File: src/rtl/ttc_pkg.sv
// Shared definitions for the TTC APB read-back block: register word
// indices, field widths and the read FSM state encoding.
package ttc_pkg;

  // Field widths of the live register sources
  localparam int CTRL_W    = 7;
  localparam int CNT_W     = 16;
  localparam int INTR_W    = 6;

  // Word index width (paddr[4:2])
  localparam int WIDX_W    = 3;

  // Register map, expressed as word indices (byte offset >> 2)
  localparam logic [WIDX_W-1:0] WIDX_CLK_CTRL    = 3'd0; // 0x00
  localparam logic [WIDX_W-1:0] WIDX_CNTR_CTRL   = 3'd1; // 0x04
  localparam logic [WIDX_W-1:0] WIDX_COUNTER     = 3'd2; // 0x08
  localparam logic [WIDX_W-1:0] WIDX_INTERVAL    = 3'd3; // 0x0C
  localparam logic [WIDX_W-1:0] WIDX_INTR_STATUS = 3'd4; // 0x10
  localparam logic [WIDX_W-1:0] WIDX_INTR_EN     = 3'd5; // 0x14

  // Read FSM states
  typedef enum logic [1:0] {
    IDLE = 2'd0,
    CAPT = 2'd1,
    RESP = 2'd2
  } state_t;

endpackage

File: src/rtl/ttc_rd_mux.sv
// Combinational address decode and read multiplexer. Narrow fields are
// zero-extended; unmapped word indices return zero and flag an error.
module ttc_rd_mux
  import ttc_pkg::*;
(
  input  logic [WIDX_W-1:0] i_widx,
  input  logic [CTRL_W-1:0] i_clk_ctrl,
  input  logic [CTRL_W-1:0] i_cntr_ctrl,
  input  logic [CNT_W-1:0]  i_counter,
  input  logic [CNT_W-1:0]  i_interval,
  input  logic [INTR_W-1:0] i_intr_status,
  input  logic [INTR_W-1:0] i_intr_en,
  output logic [31:0]       o_data,
  output logic              o_err
);

  // Select the addressed register value
  always_comb begin
    o_data = '0;
    o_err  = 1'b0;
    case (i_widx)
      WIDX_CLK_CTRL:    o_data = {{(32-CTRL_W){1'b0}}, i_clk_ctrl};
      WIDX_CNTR_CTRL:   o_data = {{(32-CTRL_W){1'b0}}, i_cntr_ctrl};
      WIDX_COUNTER:     o_data = {{(32-CNT_W){1'b0}}, i_counter};
      WIDX_INTERVAL:    o_data = {{(32-CNT_W){1'b0}}, i_interval};
      WIDX_INTR_STATUS: o_data = {{(32-INTR_W){1'b0}}, i_intr_status};
      WIDX_INTR_EN:     o_data = {{(32-INTR_W){1'b0}}, i_intr_en};
      default:          o_err  = 1'b1;
    endcase
  end

endmodule

File: src/rtl/ttc_apb_rdback.sv
// APB read-back slave for the TTC. Reads snapshot the addressed value in
// the setup cycle, insert one wait state, then respond. Reading interrupt
// status emits a one-cycle clear pulse carrying exactly the bits returned,
// so status bits rising after the snapshot survive. Writes complete
// immediately with zero wait states and are otherwise ignored here.
module ttc_apb_rdback
  import ttc_pkg::*;
(
  input  logic              pclk,
  input  logic              p_reset,
  input  logic              psel,
  input  logic              penable,
  input  logic              pwrite,
  input  logic [4:0]        paddr,
  input  logic [CTRL_W-1:0] clk_ctrl_reg_in,
  input  logic [CTRL_W-1:0] cntr_ctrl_reg_in,
  input  logic [CNT_W-1:0]  counter_val_in,
  input  logic [CNT_W-1:0]  interval_reg_in,
  input  logic [INTR_W-1:0] intr_status_in,
  input  logic [INTR_W-1:0] intr_en_in,
  output logic [31:0]       prdata,
  output logic              pready,
  output logic              pslverr,
  output logic [INTR_W-1:0] intr_clr
);

  state_t              r_state;
  state_t              w_state_next;
  logic [WIDX_W-1:0]   r_addr;
  logic [31:0]         r_snap;
  logic                r_err;
  logic [INTR_W-1:0]   r_intr_clr;

  logic [31:0]         w_mux_data;
  logic                w_mux_err;
  logic                w_setup_rd;
  logic                w_wr_acc;
  logic                w_resp;
  logic [1:0]          w_unused_paddr;

  // Byte-lane bits of the address carry no meaning for word registers
  assign w_unused_paddr = paddr[1:0];

  assign w_setup_rd = (r_state == IDLE) && psel && !penable && !pwrite;
  assign w_wr_acc   = (r_state == IDLE) && psel && penable && pwrite;
  // A response is only presented while the master still selects us
  assign w_resp     = (r_state == RESP) && psel;

  ttc_rd_mux u_rd_mux (
    .i_widx        (paddr[4:2]),
    .i_clk_ctrl    (clk_ctrl_reg_in),
    .i_cntr_ctrl   (cntr_ctrl_reg_in),
    .i_counter     (counter_val_in),
    .i_interval    (interval_reg_in),
    .i_intr_status (intr_status_in),
    .i_intr_en     (intr_en_in),
    .o_data        (w_mux_data),
    .o_err         (w_mux_err)
  );

  // Next-state logic: setup -> one wait state -> response -> idle
  always_comb begin
    w_state_next = r_state;
    case (r_state)
      IDLE:    if (w_setup_rd) w_state_next = CAPT;
      CAPT:    w_state_next = psel ? RESP : IDLE;
      RESP:    w_state_next = IDLE;
      default: w_state_next = IDLE;
    endcase
  end

  // State register
  always_ff @(posedge pclk) begin
    if (p_reset) r_state <= IDLE;
    else         r_state <= w_state_next;
  end

  // Address and data snapshot taken on the setup cycle of a read
  always_ff @(posedge pclk) begin
    if (p_reset) begin
      r_addr <= '0;
      r_snap <= '0;
      r_err  <= 1'b0;
    end else if (w_setup_rd) begin
      r_addr <= paddr[4:2];
      r_snap <= w_mux_data;
      r_err  <= w_mux_err;
    end
  end

  // Clear pulse in the cycle after a completed error-free status read
  always_ff @(posedge pclk) begin
    if (p_reset) begin
      r_intr_clr <= '0;
    end else if (w_resp && !r_err && (r_addr == WIDX_INTR_STATUS)) begin
      r_intr_clr <= r_snap[INTR_W-1:0];
    end else begin
      r_intr_clr <= '0;
    end
  end

  // APB response outputs; zero except in a live response or write access
  always_comb begin
    prdata  = w_resp ? r_snap : 32'd0;
    pready  = w_resp || w_wr_acc;
    pslverr = w_resp && r_err;
  end

  assign intr_clr = r_intr_clr;

endmodule

File: config.mk
export PLATFORM = sky130hd
export DESIGN_NAME = ttc_apb_rdback
export DESIGN_NICKNAME = d
export VERILOG_FILES = /design/src/rtl/ttc_pkg.sv /design/src/rtl/ttc_rd_mux.sv /design/src/rtl/ttc_apb_rdback.sv
export SDC_FILE = /design/constraint.sdc
export NUM_CORES = 1
export LEC_CHECK = 0
export CAP_MARGIN = 10
export CORE_ASPECT_RATIO = 1.75
export CORE_MARGIN = 3
export CORE_UTILIZATION = 60
export CTS_CLUSTER_SIZE = 25
export DETAILED_ROUTE_END_ITERATION = 8
export DONT_BUFFER_PORTS = 1
export PLACE_DENSITY = 0.77
export RECOVER_POWER = 50
export SLEW_MARGIN = 40
export SYNTH_ARGS = -nofsm -noshare
export SYNTH_HDL_FRONTEND = slang
export SYNTH_SLANG_ARGS = --single-unit
File: constraint.sdc
create_clock -name pclk -period 4.2 [get_ports pclk]
set_clock_uncertainty 0.2 [all_clocks]
set_input_delay 0.84 -clock pclk [delete_from_list [all_inputs] [get_ports pclk]]
set_output_delay 0.84 -clock pclk [all_outputs]
set_load 0.02 [all_outputs]
# Word level (Yosys, flattened, before mapping)

Cells that the tools add are included.
W data, S select, Z words.

Eq/ne operators: 9
Bitwise operators: 1
Reductions and logical operators: 17
Muxes and demuxes: 6

Operators by type and width:

| operator             | count |
|---|---|
| $pmux W16 S6         | 1 |
| $mux W32             | 1 |
| $eq A3 B3 Y1 const B | 3 |
| $logic_and A1 B1 Y1  | 9 |
| $eq A3 B2 Y1 const B | 2 |
| $reduce_or A6 Y1     | 1 |
| $mux W2              | 2 |
| $pmux W2 S2          | 1 |
| $eq A3 B1 Y1 const B | 1 |
| $logic_not A1 Y1     | 3 |
| $logic_not A3 Y1     | 1 |
| $eq A2 B1 Y1 const B | 1 |
| $eq A2 B2 Y1 const B | 1 |
| $logic_not A2 Y1     | 1 |
| $ne A2 B2 Y1 const B | 1 |
| $reduce_or A2 Y1     | 1 |
| $logic_or A1 B1 Y1   | 1 |
| $mux W1              | 1 |
| $not A1 Y1           | 1 |

Logic and storage cells: 38
Input port bits: 68
Bits in registers: 44

# Longest topological paths before layout

Depth in word-level cells: 6
Gate-level depth with buffers: 6

# By module

A second synthesis with hierarchy kept.

Cells, all modules: 297
Area total of the unflattened synthesis: 2743.9 um2

Modules (own cells, without submodules):

| module         | seq. area each (um2) | cells each | area an instance (um2) | instances |
|---|---|---|---|---|
| ttc_apb_rdback | 880.8                | 215        | 2098.3                 | 1 |
| ttc_rd_mux     | 0.0                  | 82         | 645.6                  | 1 |

# Worst setup path after synthesis

OpenSTA, ideal clock, no wires.

Kind: input port to output port
Start: in psel
End: out prdata[10]
Stages: 3
Data arrival time: 1.651 ns
Slack: 1.509 ns
Cells stage by stage: nor2b_1 clkbuf_1 and3_1

Word-level cells in the longest chain between the ends: 2

RTL lines:

| item                | line                  | RTL |
|---|---|---|
| start: declaration  | ttc_apb_rdback.sv:11  | `input logic psel,` |
| $logic_and A1 B1 Y1 | ttc_apb_rdback.sv:47  | `assign w_resp = (r_state == RESP) && psel;` |
| $mux W32            | ttc_apb_rdback.sv:104 | `prdata = w_resp ? r_snap : 32'd0;` |
| end: declaration    | ttc_apb_rdback.sv:21  | `output logic [31:0] prdata,` |

No other way between the ends.

# Final worst setup path

Start: in psel
End: out prdata[7]

The elaborated chain is that of the path after synthesis.

==> impl_metrics.yaml <==
cts:
  cts_root_buffer: "clkbuf_8"
  cts_made_buffers: 3
  htreeDepth: 1
  cts.sinks: 28
  clock_latency_ns: 0.27
  cts_tree: "built"
  holdBufCountCts: 0
  cts_buffer_depth: 2
  post_cts_buffers: 0
  clkTransAtPathRegs_ns: 0.09
  cts_resized: 0
global_route:
  grt_util_met3_pct: 4.492
  grt_pass1_vias: 1321
  grt_pass1_wl_mm: 6.072
  grt_use_total_pct: 22.11
  overflow: 0
  antenna_found_initial: 0
  grt_max_degree: 31
  use_met2_pct: 38.81
  busiest_layer: "met2"
  use_met1_pct: 23.91
routing:
  viasPerCell: 6.335
  dr.pass1.iters: 4
  wl_mm: 3.889
  drc_errors: 0
  routedWlPerCell_um: 18.34
  ant_nets: 0
  dr_total_vias: 1343
  drt-initial-drc-count: 28
timing:
  fin_crit_ns: 2.877
  max-slew-margin-rel_pct: 15.12
  final_hold_viol_count: 0
  post-route-period-util_pct: 68.51
  worst_pin_slew_ns: 1.262
  holdWs_ns: 0.2473
  report.final.slew_viol_count: 0
  setup_tns_ns: 0
  rsz0062_at_grt: "false"
  max_freq_mhz: 347.6
  finalSetupViolCount: 0
setup_path:
  crit_start: "psel"
  worstPathArrival_ns: 1.84
  timing.rr.start: "r_state[1]$_SDFFE_PP0P_"
  crit_fanout: 18
  end_kind: "output port"
  cp_data_required_time_ns: 3.16
  reg2regPathDepth: 3
  crit_path_start_kind: "primary input"
  timing_worst_setup_path_type: "in -> out"
layout:
  drive_gt1_share_pct: 9.140
  nNetsFinal: 255
  synthToLayoutAreaGrowth_pct: -3.973
  finalNonFillerCells: 212
  diodes: 0
  fill_cells: 255
  utilization_pct: 62.50
synth:
  yosysTopAreaCellShare_pct: 32.97
  syn_avg_cell_area_um2: 8.631
  synth-seq-area-share_pct: 32.97
  synth_area_um2: 1700
  synth_commonest_cells: "dfxtp_1, a21oi_1, nand2_1"
  ys_seq_elements: 28
  yosys-top-cells-area: "dfxtp_1, buf_4, and3_1"
  yosysTopAreaCell: "dfxtp_1"
  postSynthCellCount: 197
  synth_most_common_cell: "dfxtp_1"
  async_flop_share_pct: 0
  synth_cell_types: 41
  ys_warn_count: 0
  synth_edf_count: 0
  synth_ff_type: "dfxtp_1"
run_status:
  status: "finished, final reports clean"
power_and_ir_drop:
  total_power_w: 0.0005401
  p_leak_nw: 0.6508
  power_per_cell_area_nw_per_um2: 330.8
  peakVddDrop_uv: 212.0
floorplanning:
  core_area_um2: 2613
  die-area_um2: 3534
  die_w_um: 46.24
  num_rows: 24
  die_h_um: 76.42
  pin_count: 108
  start_util_pct: 65.09
hold_path:
  min_from: "r_snap[15]$_SDFFE_PP0P_"
  whs_path_depth: 2
  min_path_type: "reg -> reg"
placed_design:
  place_congestion: 0.8051
  io_buffer_count: 0
  placed_cells: 207
  hpwlAfterDp_mm: 2.983
flow_run:
  drv_cap: 0
critical path, stage by stage:
cell      delay [ns]
nor2b_1         0.10
clkbuf_1        0.51
and3_1          0.39
state kept, by name, summed over array words and instances, names as in the netlist:
| register | cells |
|---|---|
| intr_clr | 6 |
| r_addr | 3 |
| r_err | 1 |
| r_snap | 16 |
| r_state | 2 |
layout by cell type, fill, tap and decap left out, drive strengths merged, types with 2 or more instances in the layout:
master   Yosys  final
a21oi       20     20
dfxtp       28     28
o32ai        2      2
a22o         2      2
o2bb2ai      4      4
clkbuf       5      5
nand2       20     20
nand2b       2      2
mux2i        9      9
nor2         4      4
nand3       14     14
o21ai        3      3
conb         1     16
and2         8      8
nor2b        4      4
a221oi       3      3
mux2        10     10
and3        17     17
kinds of logic after synthesis:
logic type             after synthesis  share of synthesized area (%)
AND/OR/NAND/NOR                     76                          25.75
flip-flops                          28                          32.97
buffers and inverters               33                          12.95
AO/OA/AOI/OAI                       39                          14.86
other                                1                         0.2205
multiplexers                        20                          13.25
final cells by class:
| class | count | area (µm²) | area share (%) |
|---|---|---|---|
| multi-input combinational | 151 | 957.2 | 58.62 |
| sequential | 28 | 560.5 | 34.33 |
| clock buffer | 3 | 41.29 | 2.529 |
| tap | 26 | 32.53 | 1.992 |
| clock inverter | 1 | 30.03 | 1.839 |
| inverter | 1 | 3.754 | 0.2299 |
| timing repair buffer | 2 | 7.507 | 0.4598 |
power by group:
group          internal (W)  leakage [nW]  switching (W)
logic             0.0000265         0.389      0.0000368
registers          0.000269         0.226     0.00000299
clock network      0.000127        0.0357      0.0000769
total              0.000423         0.651       0.000117
worst paths after layout:
| check | end | slack (ns) |
|---|---|---|
| hold / removal | r_snap[15]$_SDFFE_PP0P_ | 0.25 |
| hold reg to reg | r_snap[15]$_SDFFE_PP0P_ | 0.25 |
| setup reg to reg | r_snap[5]$_SDFFE_PP0P_ | 1.62 |
| setup / recovery | prdata[7] | 1.32 |
stage by stage:
stage | worst slack (ns) | instance area [µm²]
floorplan | 1.509 | 1757
global placement | 1.709 | 1580
detailed placement | 1.693 | 1580
CTS | 1.693 | 1652
global route | 1.232 | 1633
finish | 1.323 | 1633
routing by layer:
metal,up-vias,wire (µm)
li1,649,-
met1,621,1338
met2,65,2188
met3,8,273
met4,0,89
met5,-,0
(Power assumes the default switching activity.)
